<file path="config.mk">
export PLATFORM = sky130hd
export DESIGN_NAME = qpu_exu_ir_rx
export DESIGN_NICKNAME = d
export VERILOG_FILES = /design/src/rtl/qpu_exu_ir_rx.sv
export SDC_FILE = /design/constraint.sdc
export NUM_CORES = 1
export LEC_CHECK = 0
export ABC_CLOCK_PERIOD_IN_PS = 8500
export CELL_PAD_IN_SITES_DETAIL_PLACEMENT = 2
export CELL_PAD_IN_SITES_GLOBAL_PLACEMENT = 2
export CORE_MARGIN = 2
export CORE_UTILIZATION = 29
export CTS_BUF_LIST = sky130_fd_sc_hd__clkbuf_4 sky130_fd_sc_hd__clkbuf_8 sky130_fd_sc_hd__clkbuf_16
export DETAILED_ROUTE_END_ITERATION = 16
export PLACE_DENSITY = 0.79
export SETUP_SLACK_MARGIN = 0.3
export SLEW_MARGIN = 10
export SYNTH_ARGS = -nofsm -noshare
export SYNTH_HDL_FRONTEND = slang
export SYNTH_SLANG_ARGS = --single-unit
</file>
<file path="constraint.sdc">
create_clock -name clk -period 8.5 [get_ports clk]
set_input_delay 2.125 -clock clk [delete_from_list [all_inputs] [get_ports clk]]
set_output_delay 2.125 -clock clk [all_outputs]
set_load 0.02 [all_outputs]
</file>
<file path="src/rtl/qpu_exu_ir_rx.sv">
// EXU-side receiver for IFU instruction issue: in-order queue to dispatch plus IFU flush initiator.
// Optional zero-latency bypass when the queue is empty: define QPU_EXU_IR_RX_BYPASS_EN.
module qpu_exu_ir_rx #(
  parameter int IBUF_DEPTH           = 2,
  parameter int QPU_INSTR_SIZE       = 32,
  parameter int QPU_PC_SIZE          = 32,
  parameter int QPU_RFIDX_REAL_WIDTH = 5
) (
  input  logic                            clk,
  input  logic                            rst_n,
  input  logic                            ifu_o_valid,
  output logic                            ifu_o_ready,
  input  logic [QPU_INSTR_SIZE-1:0]       ifu_o_ir,
  input  logic [QPU_PC_SIZE-1:0]          ifu_o_pc,
  input  logic                            ifu_o_pc_vld,
  input  logic [QPU_RFIDX_REAL_WIDTH-1:0] ifu_o_rs1idx,
  input  logic [QPU_RFIDX_REAL_WIDTH-1:0] ifu_o_rs2idx,
  input  logic                            ifu_o_prdt_taken,
  output logic                            disp_i_valid,
  input  logic                            disp_i_ready,
  output logic [QPU_INSTR_SIZE-1:0]       disp_i_ir,
  output logic [QPU_PC_SIZE-1:0]          disp_i_pc,
  output logic                            disp_i_pc_vld,
  output logic [QPU_RFIDX_REAL_WIDTH-1:0] disp_i_rs1idx,
  output logic [QPU_RFIDX_REAL_WIDTH-1:0] disp_i_rs2idx,
  output logic                            disp_i_prdt_taken,
  input  logic                            redir_req,
  input  logic [QPU_PC_SIZE-1:0]          redir_op1,
  input  logic [QPU_PC_SIZE-1:0]          redir_op2,
  output logic                            redir_ready,
  output logic                            pipe_flush_req,
  output logic [QPU_PC_SIZE-1:0]          pipe_flush_add_op1,
  output logic [QPU_PC_SIZE-1:0]          pipe_flush_add_op2,
  input  logic                            pipe_flush_ack,
  output logic                            exu_rx_active
);

  localparam int PTR_W = $clog2(IBUF_DEPTH);
  localparam int CNT_W = PTR_W + 1;
  localparam logic [CNT_W-1:0] DEPTH_C = CNT_W'(IBUF_DEPTH);

  typedef enum logic {IDLE, FLUSH} state_e;

  typedef struct packed {
    logic [QPU_INSTR_SIZE-1:0]       ir;
    logic [QPU_PC_SIZE-1:0]          pc;
    logic                            pc_vld;
    logic [QPU_RFIDX_REAL_WIDTH-1:0] rs1idx;
    logic [QPU_RFIDX_REAL_WIDTH-1:0] rs2idx;
    logic                            prdt_taken;
  } entry_t;

  state_e                 state_q, state_d;
  logic [CNT_W-1:0]       cnt_q, cnt_d;
  logic [PTR_W-1:0]       rd_ptr_q, rd_ptr_d;
  logic [PTR_W-1:0]       wr_ptr_q, wr_ptr_d;
  logic [QPU_PC_SIZE-1:0] op1_q, op1_d;
  logic [QPU_PC_SIZE-1:0] op2_q, op2_d;
  entry_t                 mem_q [IBUF_DEPTH];

  entry_t ifu_entry;
  entry_t disp_entry;
  logic   idle;
  logic   q_valid;
  logic   byp_take;
  logic   push;
  logic   pop;
  logic   redir_acc;

  assign ifu_entry = '{ir: ifu_o_ir, pc: ifu_o_pc, pc_vld: ifu_o_pc_vld,
                       rs1idx: ifu_o_rs1idx, rs2idx: ifu_o_rs2idx,
                       prdt_taken: ifu_o_prdt_taken};

  assign idle        = (state_q == IDLE);
  assign ifu_o_ready = (cnt_q < DEPTH_C) && idle && !redir_req;
  assign q_valid     = (cnt_q != '0) && idle && !redir_req;
  assign redir_ready = idle;
  assign redir_acc   = redir_req && idle;

`ifdef QPU_EXU_IR_RX_BYPASS_EN
  logic byp_sel;
  // Empty queue: the IFU beat goes straight to dispatch and is only queued if not taken.
  assign byp_sel      = (cnt_q == '0) && idle;
  assign disp_i_valid = byp_sel ? (ifu_o_valid && !redir_req) : q_valid;
  assign disp_entry   = byp_sel ? ifu_entry : mem_q[rd_ptr_q];
  assign byp_take     = byp_sel && ifu_o_valid && !redir_req && disp_i_ready;
`else
  assign disp_i_valid = q_valid;
  assign disp_entry   = mem_q[rd_ptr_q];
  assign byp_take     = 1'b0;
`endif

  assign push = ifu_o_valid && ifu_o_ready && !byp_take;
  assign pop  = q_valid && disp_i_ready;

  assign disp_i_ir         = disp_entry.ir;
  assign disp_i_pc         = disp_entry.pc;
  assign disp_i_pc_vld     = disp_entry.pc_vld;
  assign disp_i_rs1idx     = disp_entry.rs1idx;
  assign disp_i_rs2idx     = disp_entry.rs2idx;
  assign disp_i_prdt_taken = disp_entry.prdt_taken;

  assign pipe_flush_req     = (state_q == FLUSH);
  assign pipe_flush_add_op1 = op1_q;
  assign pipe_flush_add_op2 = op2_q;
  assign exu_rx_active      = (cnt_q != '0) || !idle;

  // NOTE: every variable gets a default before any branch, so no path can infer a latch.
  always_comb begin
    state_d  = state_q;
    cnt_d    = cnt_q;
    rd_ptr_d = rd_ptr_q;
    wr_ptr_d = wr_ptr_q;
    op1_d    = op1_q;
    op2_d    = op2_q;

    case (state_q)
      IDLE: begin
        if (redir_acc) begin
          state_d = FLUSH;
        end
      end
      FLUSH: begin
        if (pipe_flush_ack) begin
          state_d = IDLE;
        end
      end
      default: state_d = IDLE;
    endcase

    if (redir_acc) begin
      cnt_d    = '0;
      rd_ptr_d = '0;
      wr_ptr_d = '0;
      op1_d    = redir_op1;
      op2_d    = redir_op2;
    end else begin
      if (push) begin
        wr_ptr_d = wr_ptr_q + 1'b1;
      end
      if (pop) begin
        rd_ptr_d = rd_ptr_q + 1'b1;
      end
      case ({push, pop})
        2'b10:   cnt_d = cnt_q + 1'b1;
        2'b01:   cnt_d = cnt_q - 1'b1;
        default: cnt_d = cnt_q;
      endcase
    end
  end

  // NOTE: state registers use non-blocking assignment so every flop samples pre-edge values.
  always_ff @(posedge clk or negedge rst_n) begin
    if (!rst_n) begin
      state_q  <= IDLE;
      cnt_q    <= '0;
      rd_ptr_q <= '0;
      wr_ptr_q <= '0;
      op1_q    <= '0;
      op2_q    <= '0;
    end else begin
      state_q  <= state_d;
      cnt_q    <= cnt_d;
      rd_ptr_q <= rd_ptr_d;
      wr_ptr_q <= wr_ptr_d;
      op1_q    <= op1_d;
      op2_q    <= op2_d;
    end
  end

  // NOTE: payload storage is deliberately unreset; cnt_q alone decides which entries are live.
  always_ff @(posedge clk) begin
    if (push) begin
      mem_q[wr_ptr_q] <= ifu_entry;
    end
  end

endmodule

</file>
Word level (Yosys, flattened, before mapping). Memories as Yosys holds them, arrays and structs flattened. Cells that the tools add are included.

Memories: 1. Flip-flop bits (word level): 69. Word-level logic and storage cells: 39. RAM bits: 152. Bits of input ports: 146.

Reductions and logical operators: 13. Bitwise logic cells: 1. Muxes and demuxes: 11. Eq/ne operators: 2. Order comparisons: 1. Add/sub/neg operators: 4.

Memory list: mem_q (words 2, bits a word 76, read ports 1, clocked after memory_dff 0, write ports 1, RTL line 59) `entry_t mem_q [IBUF_DEPTH];`.

Operators with widths (number): $mux W1 (8); $logic_and A1 B1 Y1 (7); $reduce_bool A2 Y1 (3); $pmux W2 S2 (1); $reduce_bool A3 Y1 (1); $add A1 B1 Y1 const B (2); $add A2 B1 Y2 const B (1); $eq A2 B1 Y1 const B (1); $eq A2 B2 Y1 const B (1); $lt A2 B2 Y1 const B (1); $mux W2 (1); $pmux W1 S2 (1); $sub A2 B1 Y2 const B (1); $logic_not A1 Y1 (1); $logic_or A1 B1 Y1 (1); $not A1 Y1 (1).

Longest topological paths before layout.
Depth in word-level cells: 7. Mapped depth: 6.

Worst setup path before layout. OpenSTA, ideal clock, no wires.

Path type: input to register. Start point: input redir_req. End point: memory mem_q[0][0] (netlist bit) (enable). Required time: 7.803 ns. Setup slack: -1.741 ns. Stages on the path: 2. Data arrival time: 9.544 ns. Buffers on the path: 1. Path through: buf_6 > nor4_1.

Longest elaborated chain between the ends: 5.

Ends and longest elaborated chain: from (decl) (RTL line 27) `input logic redir_req,`; $logic_not A1 Y1 (RTL line 75) `assign ifu_o_ready = (cnt_q < DEPTH_C) && idle && !redir_req;`; $logic_and A1 B1 Y1 (RTL line 75); $logic_and A1 B1 Y1 (RTL line 93) `assign push = ifu_o_valid && ifu_o_ready && !byp_take;`; $mux W1 (RTL line 173) `if (push) begin`; $mux W1 (not written as such) (RTL line 174) `mem_q[wr_ptr_q] <= ifu_entry;`; to (decl) (RTL line 59).

Every way passes these cells.

Worst setup path in the final report.
Start point: input redir_req. End point: output disp_i_valid.

Longest elaborated chain between the ends: 2.

Ends and longest elaborated chain: $logic_not A1 Y1 (RTL line 76) `assign q_valid = (cnt_q != '0) && idle && !redir_req;`; $logic_and A1 B1 Y1 (RTL line 76); to (decl) (RTL line 19) `output logic disp_i_valid,`.

Every way passes these cells.

==> impl_metrics.csv <==
group,metric,value,unit
floorplanning,die_w,174.0,um
global_routing,overflow,0,
clock_network,post_cts_buffers,0,
clock_network,cts_root_buf,"clkbuf_16",
timing,slew_violations,0,
worst_setup_path,path_max_fanout,9,
yosys,ys_seq_area_share,75.02,%
clock_network,h-tree-depth,1,
timing,finalCritPeriodShare,68.12,%
clock_network,clkSlewWorstSetupHoldPaths,60,ps
worst_setup_path,r2r-start,"pipe_flush_req",
placed_design,dp_hpwl,16530,um
timing,hold_ws,507.8,ps
routing,via_per_inst,4.408,
floorplanning,fp.dieArea,30290,um^2
routing,drtIter0Drc,242,
timing,timing.fmax,172.7,MHz
timing,rsz0062_at_grt,"no",
floorplanning,core,28630,um^2
routing,wl_met3,2497,um
global_routing,grt_pass1_vias,5705,
yosys,syn_area,8386,um^2
global_routing,grt_max_degree,79,
power_and_ir_drop,peakVddDrop,0.1650,mV
timing,maxSlewHeadroom,23.13,%
yosys,ys.flop_type,"edfxtp_1",
placed_design,portBuffers,290,
timing,hold_viol,0,
power_and_ir_drop,powerDensity,280.6,nW/um^2
routing,routedWlPerCell,21.38,um
floorplanning,io_pins,291,
timing,min_period,5790,ps
clock_network,cts_sinks,221,
worst_setup_path,r2r_cells,3,
yosys,synth_warnings,0,
routing,vias,4932,
worst_setup_path,endpoint_kind,"primary output",
timing,setup_viol,0,
outcome,status,"completed",
yosys,netlist_instances,410,
floorplanning,die_h,174.0,um
worst_setup_path,path_class,"in2out",
worst_setup_path,r2r-end,"mem_q[1][56]",
yosys,synth.most_common_cell,"edfxtp_1",
worst_setup_path,cp.arrival,3660,ps
yosys,synth_commonest_cells,"edfxtp_1 (152), mux2_2 (91), dfrtp_1 (69)",
routing,routed.top_layer,"met5",
cells_and_area,diodes,0,
worst_setup_path,critPathRequiredTime,6380,ps
power_and_ir_drop,totalPowerFinal,3516,uW
clock_network,cts_resized,0,
worst_setup_path,critPathLaunch,"redir_req",
flow_run,maxCapViolCount,0,
routing,drt_pass1_iterations,4,
timing,worst_pin_slew,1153,ps
clock_network,cts.path.max_buffers,3,
worst_setup_path,cp_slowest_cell,"clkdlybuf4s50_1",
clock_network,clk_latency,520,ps
yosys,synth_largest_area_cell,"edfxtp_1",
yosys,ys_ff_latch,221,
cells_and_area,nets,861,
routing,met1_length,9405,um
worst_setup_path,worst_path_largest_cell_delay,650,ps
clock_network,cts_tree,"yes",
cells_and_area,area_growth,49.39,%
clock_network,cts-buffers-inserted,26,
routing,totalWireLength,23930,um
worst_setup_path,path_buf_inv,2,
yosys,async_flop_share,31.22,%
min_path,hold_class,"reg2reg",
routing,drc,0,
cells_and_area,layout-drive-gt1-share,26.12,%
yosys,synth_top_area_share,54.43,%
global_routing,grt.total_usage,15.56,%
yosys,synth-edff-count,152,
cells_and_area,final_core_util,43.76,%
global_routing,antenna_found_initial,3,
floorplanning,rows,62,
worst_setup_path,critical_path.most_common_cell,"clkdlybuf4s50_1",
worst_setup_path,critPathLaunchType,"input pin",
power_and_ir_drop,p_leak,0.004528,uW
worst_setup_path,crit_cells,3,
routing,met2_length,11670,um
routing,drtAntennaViolNets,0,
timing,skew,13.40,ps
placed_design,gp_congestion,0.6796,
floorplanning,initial_core_util,29.29,%
timing,fin_setup_tns,0,ps
yosys,avgSynthCellArea,20.45,um^2
clock_network,cts-hold-fix-buffers,0,
worst_setup_path,path_delay_family,"buffers and inverters",
yosys,synth_area_leaders,"edfxtp_1 (54%), dfrtp_1 (21%), mux2_2 (12%)",
yosys,syn_nets,556,
worst_setup_path,worstPathCellList,"clkdlybuf4s50_1, nor3_1, clkdlybuf4s50_1",
yosys,ys_types,28,
worst_setup_path,r2r_slack,6120,ps
global_routing,grt_first_pass_wirelength,36230,um
worst_setup_path,endpoint,"disp_i_valid",
## how the worst min path moves through the flow
stage                                      start                      to  cells past startpoint
after CTS                 pipe_flush_add_op2[14]  pipe_flush_add_op2[14]                      1
after global routing      pipe_flush_add_op2[19]  pipe_flush_add_op2[19]                      1
after detailed placement   pipe_flush_add_op2[7]   pipe_flush_add_op2[7]                      1
after floorplan                         wr_ptr_q                wr_ptr_q                      2
final                     pipe_flush_add_op2[19]  pipe_flush_add_op2[19]                      1
after global placement    pipe_flush_add_op2[10]  pipe_flush_add_op2[10]                      1
## cells by family after synthesis
| group | synth area share (%) |
|---|---|
| flip-flops | 75.02 |
| multiplexers | 21.11 |
| buffers and inverters | 1.701 |
| AND/OR/NAND/NOR | 1.462 |
| AO/OA/AOI/OAI | 0.7012 |
## through the flow
step	cells	cell area, um^2	worst slack, ps
floorplan	410	8392	1496
global placement	1071	11690	2773
detailed placement	1071	11690	2682
CTS	1119	12530	2689
global route	1119	12530	2615
finish	1119	12530	2710
## power by group
| group | leakage, uW | switching (uW) | internal, uW |
|---|---|---|---|
| registers | 0.00219 | 134 | 1290 |
| logic | 0.00193 | 447 | 563 |
| clock network | 0.000411 | 436 | 645 |
| total | 0.00453 | 1020 | 2500 |
## worst register-to-register path, stage by stage (launching register included)
cell,delay (ps)
dfrtp_1,570
nor2_1,250
and3_4,440
buf_4,680
## final cells by class
class,instances,area [um^2]
Clock buffer,30,698.2
Clock inverter,18,135.1
Fill cell,2682,16100
Inverter,1,3.754
Multi-Input combinational cell,169,1972
Sequential cell,221,6295
Tap cell,384,480.5
Timing Repair Buffer,296,2943
## sequential cells by signal, summed over array words and instances, names as in the netlist
name	cells
cnt_q	2
mem_q	152
pipe_flush_add_op1	32
pipe_flush_add_op2	32
pipe_flush_req	1
rd_ptr_q	1
wr_ptr_q	1
## layer usage
metal  up-vias  global-route usage, %
li1       2179                      -
met1      2474                  18.17
met2       245                  27.08
met3        30                  6.255
met4         4                  3.116
met5         -                      0
## cells in the final DEF, fill, tap and decap left out, types with 2 or more instances in the layout
master and instances:
buf_4 6, edfxtp_1 152, clkbuf_16 27, nor3_1 3, nor2_1 3, clkinv_2 6, clkbuf_4 3, a211oi_1 2
nand2_1 3, clkinvlp_4 2, mux2_4 49, mux2_2 91, clkinv_1 8, clkdlybuf4s50_1 289, nor2b_1 2, o21ai_0 3
dfrtp_1 68, bufinv_16 2
No activity file was read; power rests on OpenSTA's default activity.
